File: config.mk
export PLATFORM = sky130hd
export DESIGN_NAME = reg_bank_32x64_flat
export DESIGN_NICKNAME = d
export VERILOG_FILES = /design/src/rtl/reg_bank_32x64_if.sv /design/src/rtl/reg_bank_32x64.sv /design/src/flat_wrapper.sv
export SDC_FILE = /design/constraint.sdc
export NUM_CORES = 2
export LEC_CHECK = 0
export ABC_AREA = 0
export CAP_MARGIN = 20
export CORE_MARGIN = 2
export CORE_UTILIZATION = 55
export DETAILED_ROUTE_END_ITERATION = 12
export PLACE_DENSITY = 0.8
export SETUP_SLACK_MARGIN = 0.15
export SYNTH_ARGS = -nofsm -noshare
export SYNTH_HDL_FRONTEND = slang
export SYNTH_SLANG_ARGS = --single-unit
File: constraint.sdc
create_clock -name clk -period 1.7 [get_ports clk]
set_input_delay 0.425 -clock clk [delete_from_list [all_inputs] [get_ports clk]]
set_output_delay 0.425 -clock clk [all_outputs]
set_load 0.005 [all_outputs]
File: src/rtl/reg_bank_32x64_if.sv
// Bus bundle between the write-address decoder tree, the register bank and its readers.
interface reg_bank_32x64_if #(
  parameter int WIDTH = 64,
  parameter int NREGS = 32
) ();
  localparam int AW = $clog2(NREGS);

  logic [NREGS-1:0] wr_sel;
  logic [WIDTH-1:0] wr_data;
  logic [AW-1:0]    rd_addr_a;
  logic [AW-1:0]    rd_addr_b;
  logic [WIDTH-1:0] rd_data_a;
  logic [WIDTH-1:0] rd_data_b;
  logic             err_clr;
  logic             wr_err;
  logic [7:0]       wr_count;

  modport master (
    output wr_sel, wr_data, rd_addr_a, rd_addr_b, err_clr,
    input  rd_data_a, rd_data_b, wr_err, wr_count
  );

  modport slave (
    input  wr_sel, wr_data, rd_addr_a, rd_addr_b, err_clr,
    output rd_data_a, rd_data_b, wr_err, wr_count
  );
endinterface

File: src/rtl/reg_bank_32x64.sv
// 32x64 register bank fed by a one-hot write select; two registered read ports
// with same-edge write bypass, hardwired-zero register and sticky illegal-select flag.
module reg_bank_32x64 #(
  parameter int WIDTH    = 64,
  parameter int NREGS    = 32,
  parameter int ZERO_REG = 31
) (
  input  logic          clk,
  input  logic          reset_n,
  reg_bank_32x64_if.slave bus
);

  logic [WIDTH-1:0] regs_q [NREGS];
  logic [WIDTH-1:0] regs_d [NREGS];
  logic [WIDTH-1:0] rd_data_a_q, rd_data_a_d;
  logic [WIDTH-1:0] rd_data_b_q, rd_data_b_d;
  logic             wr_err_q, wr_err_d;
  logic [7:0]       wr_count_q, wr_count_d;

  logic any_sel;
  logic at_most_one;
  logic wr_legal;
  logic wr_illegal;

  // Clearing the lowest set bit leaves zero only when at most one bit was set.
  always_comb begin
    any_sel     = |bus.wr_sel;
    at_most_one = ((bus.wr_sel & (bus.wr_sel - NREGS'(1))) == '0);
    wr_legal    = any_sel && at_most_one;
    wr_illegal  = any_sel && !at_most_one;
  end

  always_comb begin
    for (int i = 0; i < NREGS; i++) begin
      regs_d[i] = regs_q[i];
      if (wr_legal && bus.wr_sel[i] && (i != ZERO_REG))
        regs_d[i] = bus.wr_data;
    end
  end

  always_comb begin
    rd_data_a_d = regs_q[bus.rd_addr_a];
    if (int'(bus.rd_addr_a) == ZERO_REG)
      rd_data_a_d = '0;
    else if (wr_legal && bus.wr_sel[bus.rd_addr_a])
      rd_data_a_d = bus.wr_data;

    rd_data_b_d = regs_q[bus.rd_addr_b];
    if (int'(bus.rd_addr_b) == ZERO_REG)
      rd_data_b_d = '0;
    else if (wr_legal && bus.wr_sel[bus.rd_addr_b])
      rd_data_b_d = bus.wr_data;
  end

  // A new illegal select outranks a clear arriving on the same edge.
  always_comb begin
    wr_err_d = wr_err_q;
    if (wr_illegal)
      wr_err_d = 1'b1;
    else if (bus.err_clr)
      wr_err_d = 1'b0;

    wr_count_d = wr_count_q + {7'd0, wr_legal};
  end

  always_ff @(posedge clk or negedge reset_n) begin
    if (!reset_n) begin
      for (int i = 0; i < NREGS; i++)
        regs_q[i] <= '0;
      rd_data_a_q <= '0;
      rd_data_b_q <= '0;
      wr_err_q    <= 1'b0;
      wr_count_q  <= 8'd0;
    end else begin
      for (int i = 0; i < NREGS; i++)
        regs_q[i] <= regs_d[i];
      rd_data_a_q <= rd_data_a_d;
      rd_data_b_q <= rd_data_b_d;
      wr_err_q    <= wr_err_d;
      wr_count_q  <= wr_count_d;
    end
  end

  assign bus.rd_data_a = rd_data_a_q;
  assign bus.rd_data_b = rd_data_b_q;
  assign bus.wr_err    = wr_err_q;
  assign bus.wr_count  = wr_count_q;

endmodule

File: src/flat_wrapper.sv
// flat-port wrapper written by rule: the top's interface ports become plain ports
module reg_bank_32x64_flat 
#(
  parameter int WIDTH    = 64,
  parameter int NREGS    = 32,
  parameter int ZERO_REG = 31
)
  (clk, reset_n, bus_wr_sel, bus_wr_data, bus_rd_addr_a, bus_rd_addr_b, bus_err_clr, bus_rd_data_a, bus_rd_data_b, bus_wr_err, bus_wr_count);
  reg_bank_32x64_if #(.WIDTH(WIDTH), .NREGS(NREGS)) bus_i ();
  input  logic clk;
  input  logic reset_n;
  input wire logic [$bits(bus_i.wr_sel)-1:0] bus_wr_sel;
  input wire logic [$bits(bus_i.wr_data)-1:0] bus_wr_data;
  input wire logic [$bits(bus_i.rd_addr_a)-1:0] bus_rd_addr_a;
  input wire logic [$bits(bus_i.rd_addr_b)-1:0] bus_rd_addr_b;
  input wire logic [$bits(bus_i.err_clr)-1:0] bus_err_clr;
  output wire logic [$bits(bus_i.rd_data_a)-1:0] bus_rd_data_a;
  output wire logic [$bits(bus_i.rd_data_b)-1:0] bus_rd_data_b;
  output wire logic [$bits(bus_i.wr_err)-1:0] bus_wr_err;
  output wire logic [$bits(bus_i.wr_count)-1:0] bus_wr_count;
  assign bus_i.wr_sel = bus_wr_sel;
  assign bus_i.wr_data = bus_wr_data;
  assign bus_i.rd_addr_a = bus_rd_addr_a;
  assign bus_i.rd_addr_b = bus_rd_addr_b;
  assign bus_i.err_clr = bus_err_clr;
  assign bus_rd_data_a = bus_i.rd_data_a;
  assign bus_rd_data_b = bus_i.rd_data_b;
  assign bus_wr_err = bus_i.wr_err;
  assign bus_wr_count = bus_i.wr_count;
  reg_bank_32x64 #(.WIDTH(WIDTH), .NREGS(NREGS), .ZERO_REG(ZERO_REG)) u_core (.clk(clk), .reset_n(reset_n), .bus(bus_i));
endmodule
* Yosys cells after proc, flatten, opt, wreduce, memory -nomap -nowiden
Cells that the tools add are included.
Word-level totals: bits in registers 2121, bits of input ports 109, output and inout bits 137
Operators by class: add/sub/neg operators 2, magnitude comparators 4, equal/unequal tests 2, muxes and demuxes 16, bitwise operators 3, reduce and logical (&&, ||, !) cells 39
Operator list (count):
- 64-bit binary-select mux with 5-bit select | 2
- 64-bit 2-to-1 mux | 8
- 1-bit logical AND | 35
- 32-bit AND | 1
- 32-bit logical NOT | 1
- 32-bit OR reduction | 1
- 32-bit by 1-bit subtractor with 32-bit output, second input constant | 1
- 6-bit greater-or-equal comparator, second input constant | 2
- 5-bit by 6-bit < comparator with 1-bit output, second input constant | 2
- 5-bit NOT with 6-bit output | 2
- 1-bit binary-select mux with 5-bit select | 2
- 5-bit by 1-bit == test with 1-bit output, second input constant | 2
- 8-bit by 1-bit adder with 8-bit output | 1
- 1-bit 2-to-1 mux | 4
- 2-bit nonzero test | 1
- 1-bit logical NOT | 1

* Longest topological paths before layout
word-level depth 7, depth in mapped cells 16

* Least setup slack after synthesis
Ideal clock, no wire load.
path kind input to register, from input port bus_wr_sel[9], to register u_core.wr_count_q[6] (netlist: u_core.bus.wr_count[6]), arrival 3.850 ns, data required time 1.577 ns, path slack -2.274 ns, cell stages on the path 15, cell sequence clkbuf_1 -> or4_1 -> or4_4 -> o32a_1 -> nor4_1 -> and3_1 -> buf_4 -> buf_6 -> nand3_1 -> nor2_1 -> ha_1 -> ha_1 -> and3_1 -> nand3_1 -> xnor2_1
On the way: cells in the longest elaborated chain, start to end 5, elaborated cells on any way between the ends 6
RTL lines:
- start, declared | RTL line flat_wrapper.sv:12 | input wire logic [$bits(bus_i.wr_sel)-1:0] bus_wr_sel;
- 32-bit by 1-bit subtractor with 32-bit output | RTL line reg_bank_32x64.sv:28 | at_most_one = ((bus.wr_sel & (bus.wr_sel - NREGS'(1))) == '0);
- 32-bit AND | RTL line reg_bank_32x64.sv:28
- 32-bit logical NOT | RTL line reg_bank_32x64.sv:28
- 1-bit logical AND * | RTL line reg_bank_32x64.sv:29 | wr_legal = any_sel && at_most_one;
- 8-bit by 1-bit adder with 8-bit output * | RTL line reg_bank_32x64.sv:63 | wr_count_d = wr_count_q + {7'd0, wr_legal};
- via u_core.wr_count_d[6] | RTL line reg_bank_32x64.sv:18 | logic [7:0] wr_count_q, wr_count_d;
- end signal, assigned | RTL line reg_bank_32x64.sv:80 | wr_count_q <= wr_count_d;
- end, declared | RTL line reg_bank_32x64.sv:18
Mark *: on every way through the listed nets, which the timed path passes. The rest lies on a longest branch. A chain may end at the register's enable or synchronous reset.

* Worst setup path in the final report
from input port bus_wr_sel[5], to register u_core.regs_q[1743] (netlist bit)
On the way: cells in the longest elaborated chain, start to end 5, elaborated cells on any way between the ends 6
RTL lines:
- 32-bit by 1-bit subtractor with 32-bit output | RTL line reg_bank_32x64.sv:28
- 32-bit AND | RTL line reg_bank_32x64.sv:28
- 32-bit logical NOT | RTL line reg_bank_32x64.sv:28
- 1-bit logical AND * | RTL line reg_bank_32x64.sv:29
- 1-bit logical AND * | RTL line reg_bank_32x64.sv:36 | if (wr_legal && bus.wr_sel[i] && (i != ZERO_REG))
- end signal, assigned by index | RTL line reg_bank_32x64.sv:76 | regs_q[i] <= regs_d[i];
- end, declared | RTL line reg_bank_32x64.sv:13 | logic [WIDTH-1:0] regs_q [NREGS];
Mark *: on every way between the ends. The rest lies on a longest branch, timed or not.

==> summary.txt <==
Synth
  – Syn Inst Count: 7103
  – Mean Syn Cell Area: roughly 16 sq um
  – Post-synth top area share: 0.474
  – Syn. warnings: 0
  – Cell Area, Synth: 112000 sq um
  – Dominant cell type by area after synthesis: dfrtp_1
  – Syn nets: 7214
  – Synth top area cells: dfrtp_1, mux4_2, mux2_2
  – EDFF count, synth: 0
  – Sequential area share after synthesis: 0.474
  – Top FF cell, synth: dfrtp_1
  – Distinct cell type count after synthesis: 61
  – #FFs+latches synth: 2121
  – Async SR Flop Fraction: 1.00

Global route
  – Largest net degree at the start of global routing: 78
  – Global route overflow: 0
  – First-pass GRT wire length: between 500000 and 600000 um
  – Initial antenna violation count: 17
  – Tot GR Track Use: 0.353
  – Vias in the first global route: 79500

Clock network
  – Root Driver: clkbuf_16
  – H-tree depth: 4
  – CTS Buffer Depth: 3
  – Clock Latency Late Sink: 910 ps
  – CTS sink count: 2121
  – CTS clk-pin slew, worst paths: 70 ps
  – CTS buffer count: 214
  – CTS tree: built

Worst setup path
  – Crit Path Max Fanout: 18
  – CP Data Required Time: 2460 ps
  – CP arrival: 3930 ps
  – R2r setup slk: -590 ps
  – Crit start category: input pin
  – Setup CP Type: input pin to flip-flop
  – Worst setup EP type: flip-flop

Place
  – Placed cell areas: 127000 sq um
  – Detailed Place HPWL: approximately 220000 um
  – GPL Wtd Cong: 0.911
  – Port bufs: about 250

Layout
  – Layout cells sized above 1: 0.555
  – Area grow syn2layout: 21.7%
  – Filler cells: 12800
  – Fin area: between 100000 and 150000 sq um
  – Final #Nets: around 8000

Min path
  – Hold Path Class: input pin to flip-flop

Routing
  – DR vias: approximately 77000
  – Vias per std cell: 7.15
  – Iteration-0 DRC Markers: 9350
  – Drt total wl: about 370000 um
  – DRC violations left: 0
  – Per-cell routed wire length: 35.0 um
  – DRT antenna net count: 0
  – Drt pass-1 iters: 6

Run status
  – Status: complete, but fails checks
  – Failing checks: negative setup slack

Floorplan
  – Die area: 207000 sq um
  – I/O pin cnt: about 250
  – Row count: 165
  – Chip Height: 455 um
  – Initial Util: 0.554
  – DIE WIDTH: 455 um
  – Core area: 202000 sq um

Timing
  – Worst Max-Slew Pin Slew: between 800 and 900 ps
  – Fin Clk Skew: 43.3 ps
  – Max-slew headroom: 0.452
  – Max-slew violation count: 0
  – Period utilisation layout: 1.86
  – Setup violations, final: 2258
  – Final min period: 3160 ps
  – Final setup margin: -1460 ps
  – RSZ-0062 raised after global routing: true
  – Final Hold Vio Count: 0
  – FMAX: 316 MHz

Pwr
  – Clock power frac: 0.462
  – Combinational share of power: 0.078
  – Internal power: 83200 uW
  – P_sw: 26600 uW
  – Seq pwr share: 0.460
  – Leak Pwr: between 0.06 and 0.07 uW
  – Worst vdd ir: 1230 uV
  – Tot Pwr: 110000 uW
  – Switching fraction of total power: 0.242
  – Pwr Density: 805 nW/um^2

Job
  – MaxCap Viol Count: 0
## layout by cell type, fill, tap and decap left out, types with 7 or more instances in the layout
master	Yosys	final
mux4_2	1109	1109
buf_6	3	23
nand4_4	27	32
nor2_1	37	35
or4_4	1	7
mux2_2	1745	1743
mux2_1	252	178
nand4_1	7	7
mux2i_1	306	306
o21ai_1	0	7
clkbuf_1	483	36
buf_4	5	633
a221oi_1	13	13
o221ai_1	13	13
buf_8	0	8
dfrtp_1	2121	2121
a211oi_1	11	11
mux2_4	0	76
buf_16	0	31
clkinv_2	0	42
buf_12	0	351
clkbuf_8	0	65
o21a_1	69	69
clkdlybuf4s50_1	0	218
o211a_1	64	63
a21oi_1	8	8
bufinv_16	0	21
o2bb2ai_1	24	24
clkbuf_16	0	235
o21ai_0	258	244
a31o_2	7	7
a221o_1	13	13
clkinvlp_4	0	7
nand2_1	124	124
## layout make-up
class,count,area [sq um],share of cell area
Multi-Input combinational cell,4196,56400,0.414
Timing Repair Buffer,1301,15900,0.117
Clock inverter,84,1200,0.00883
Antenna cell,3,7.51,0.0000550
Clock buffer,315,6400,0.0469
Sequential cell,2121,53100,0.389
Inverter,6,35.0,0.000257
Tap cell,2672,3340,0.0245
## registers in the layout, indices dropped and copies added (netlist names)
signal,count
u_core.bus.rd_data_b,64
u_core.bus.wr_err,1
u_core.regs_q,1984
u_core.bus.wr_count,8
u_core.bus.rd_data_a,64
## power groups by stage
| stage | clock network [uW] | registers, uW | logic (uW) |
|---|---|---|---|
| 2_1_floorplan | 0 | 51500 | 3370 |
| 3_3_place_gp | 0 | 51500 | 8290 |
| 3_5_place_dp | 0 | 51500 | 8400 |
| 4_1_cts | 50900 | 50500 | 8440 |
| 5_1_grt | 53000 | 50500 | 8930 |
| 6_report | 50800 | 50500 | 8530 |
## path summary, 6_finish.rpt
| path | from | to | cells after the start |
|---|---|---|---|
| max | bus_wr_sel[5] | u_core.regs_q[1743] | 13 |
| min | bus_err_clr | u_core.bus.wr_err | 3 |
| max reg2reg | u_core.regs_q[586] | u_core.bus.rd_data_b[10] | 5 |
| min reg2reg | u_core.bus.wr_count[7] | u_core.bus.wr_count[7] | 1 |
| max in group asynchronous | reset_n | u_core.regs_q[1002] | 4 |
| min in group asynchronous | reset_n | u_core.bus.wr_count[7] | 2 |
## cells in the mapped netlist, types with 3 or more instances
| cell | count |
|---|---|
| xnor2_1 | 4 |
| a221o_1 | 13 |
| and2_1 | 3 |
| mux2_2 | 1745 |
| o221ai_1 | 13 |
| buf_1 | 119 |
| a221oi_1 | 13 |
| a21oi_1 | 8 |
| a22oi_1 | 4 |
| dfrtp_1 | 2121 |
| o21a_1 | 69 |
| nor4_1 | 5 |
| nor2b_1 | 8 |
| buf_4 | 5 |
| or3_1 | 5 |
| a31o_2 | 7 |
| nor2_1 | 37 |
| nand3_1 | 10 |
| or4_1 | 8 |
| o22ai_1 | 4 |
| nor3_1 | 7 |
| mux4_2 | 1109 |
| nand4_1 | 7 |
| clkbuf_1 | 483 |
| inv_1 | 5 |
| mux2_1 | 252 |
| o21bai_1 | 5 |
| buf_6 | 3 |
| nand4_4 | 27 |
| a211oi_1 | 11 |
| o211ai_1 | 6 |
| o21ai_0 | 258 |
| nand2_1 | 124 |
| a2111oi_0 | 6 |
| o2bb2ai_1 | 24 |
| nand4_2 | 5 |
| o211a_1 | 64 |
| buf_2 | 170 |
| mux2i_1 | 306 |
## timing repair
| action | CTS | global route |
|---|---|---|
| endpoints found under the setup margin | 2258 | 2258 |
| hold buffers | 1 | 0 |
| pin swaps | 15 | 24 |
| setup buffers | 30 | 14 |
| gates cloned | 17 | 22 |
| hold endpoints to repair | 568 | 0 |
| resized for setup | 101 | 132 |
## layer usage
metal,part of all wire,track usage,vias to the layer above
met3,0.11,0.0849,1457
li1,-,-,29200
met4,0.075,0.209,8
met1,0.35,0.452,40700
met2,0.47,0.550,5088
met5,0.00014,0,-
## per-stage QoR
| stage | hold slack, ps | instances | TNS (ps) | utilization | setup slack (ps) |
|---|---|---|---|---|---|
| after floorplan | 129 | 7103 | -3967520 | - | -2090 |
| after global placement | 359 | 10200 | -5301410 | 0.626 | -2630 |
| after detailed placement | 362 | 10200 | -5300710 | 0.626 | -2620 |
| after CTS | 76.0 | 10700 | -2428990 | 0.668 | -1300 |
| after global routing | 123 | 10700 | -2740160 | 0.674 | -1470 |
| final | 110 | 10700 | -2707730 | 0.674 | -1460 |
## cells by family after synthesis
logic type,synth area share
AOI/OAI and AO/OA,0.0314
xor gates and xnor gates,0.000469
adders and majority gates,0.000313
buffers and inverters,0.0286
DFF,0.474
muxes,0.451
and+or+nand+nor,0.0146
## worst max-delay path: stages
cell             delay, ps
clkdlybuf4s15_1        200
or3_4                  410
or4_4                  540
o32a_1                 400
nor4_4                 330
and3_4                 300
buf_6                  130
buf_12                 120
buf_4                  150
nand4_4                140
buf_12                 200
clkbuf_16              250
mux2_2                 320
No activity file was read; power rests on OpenSTA's default activity.
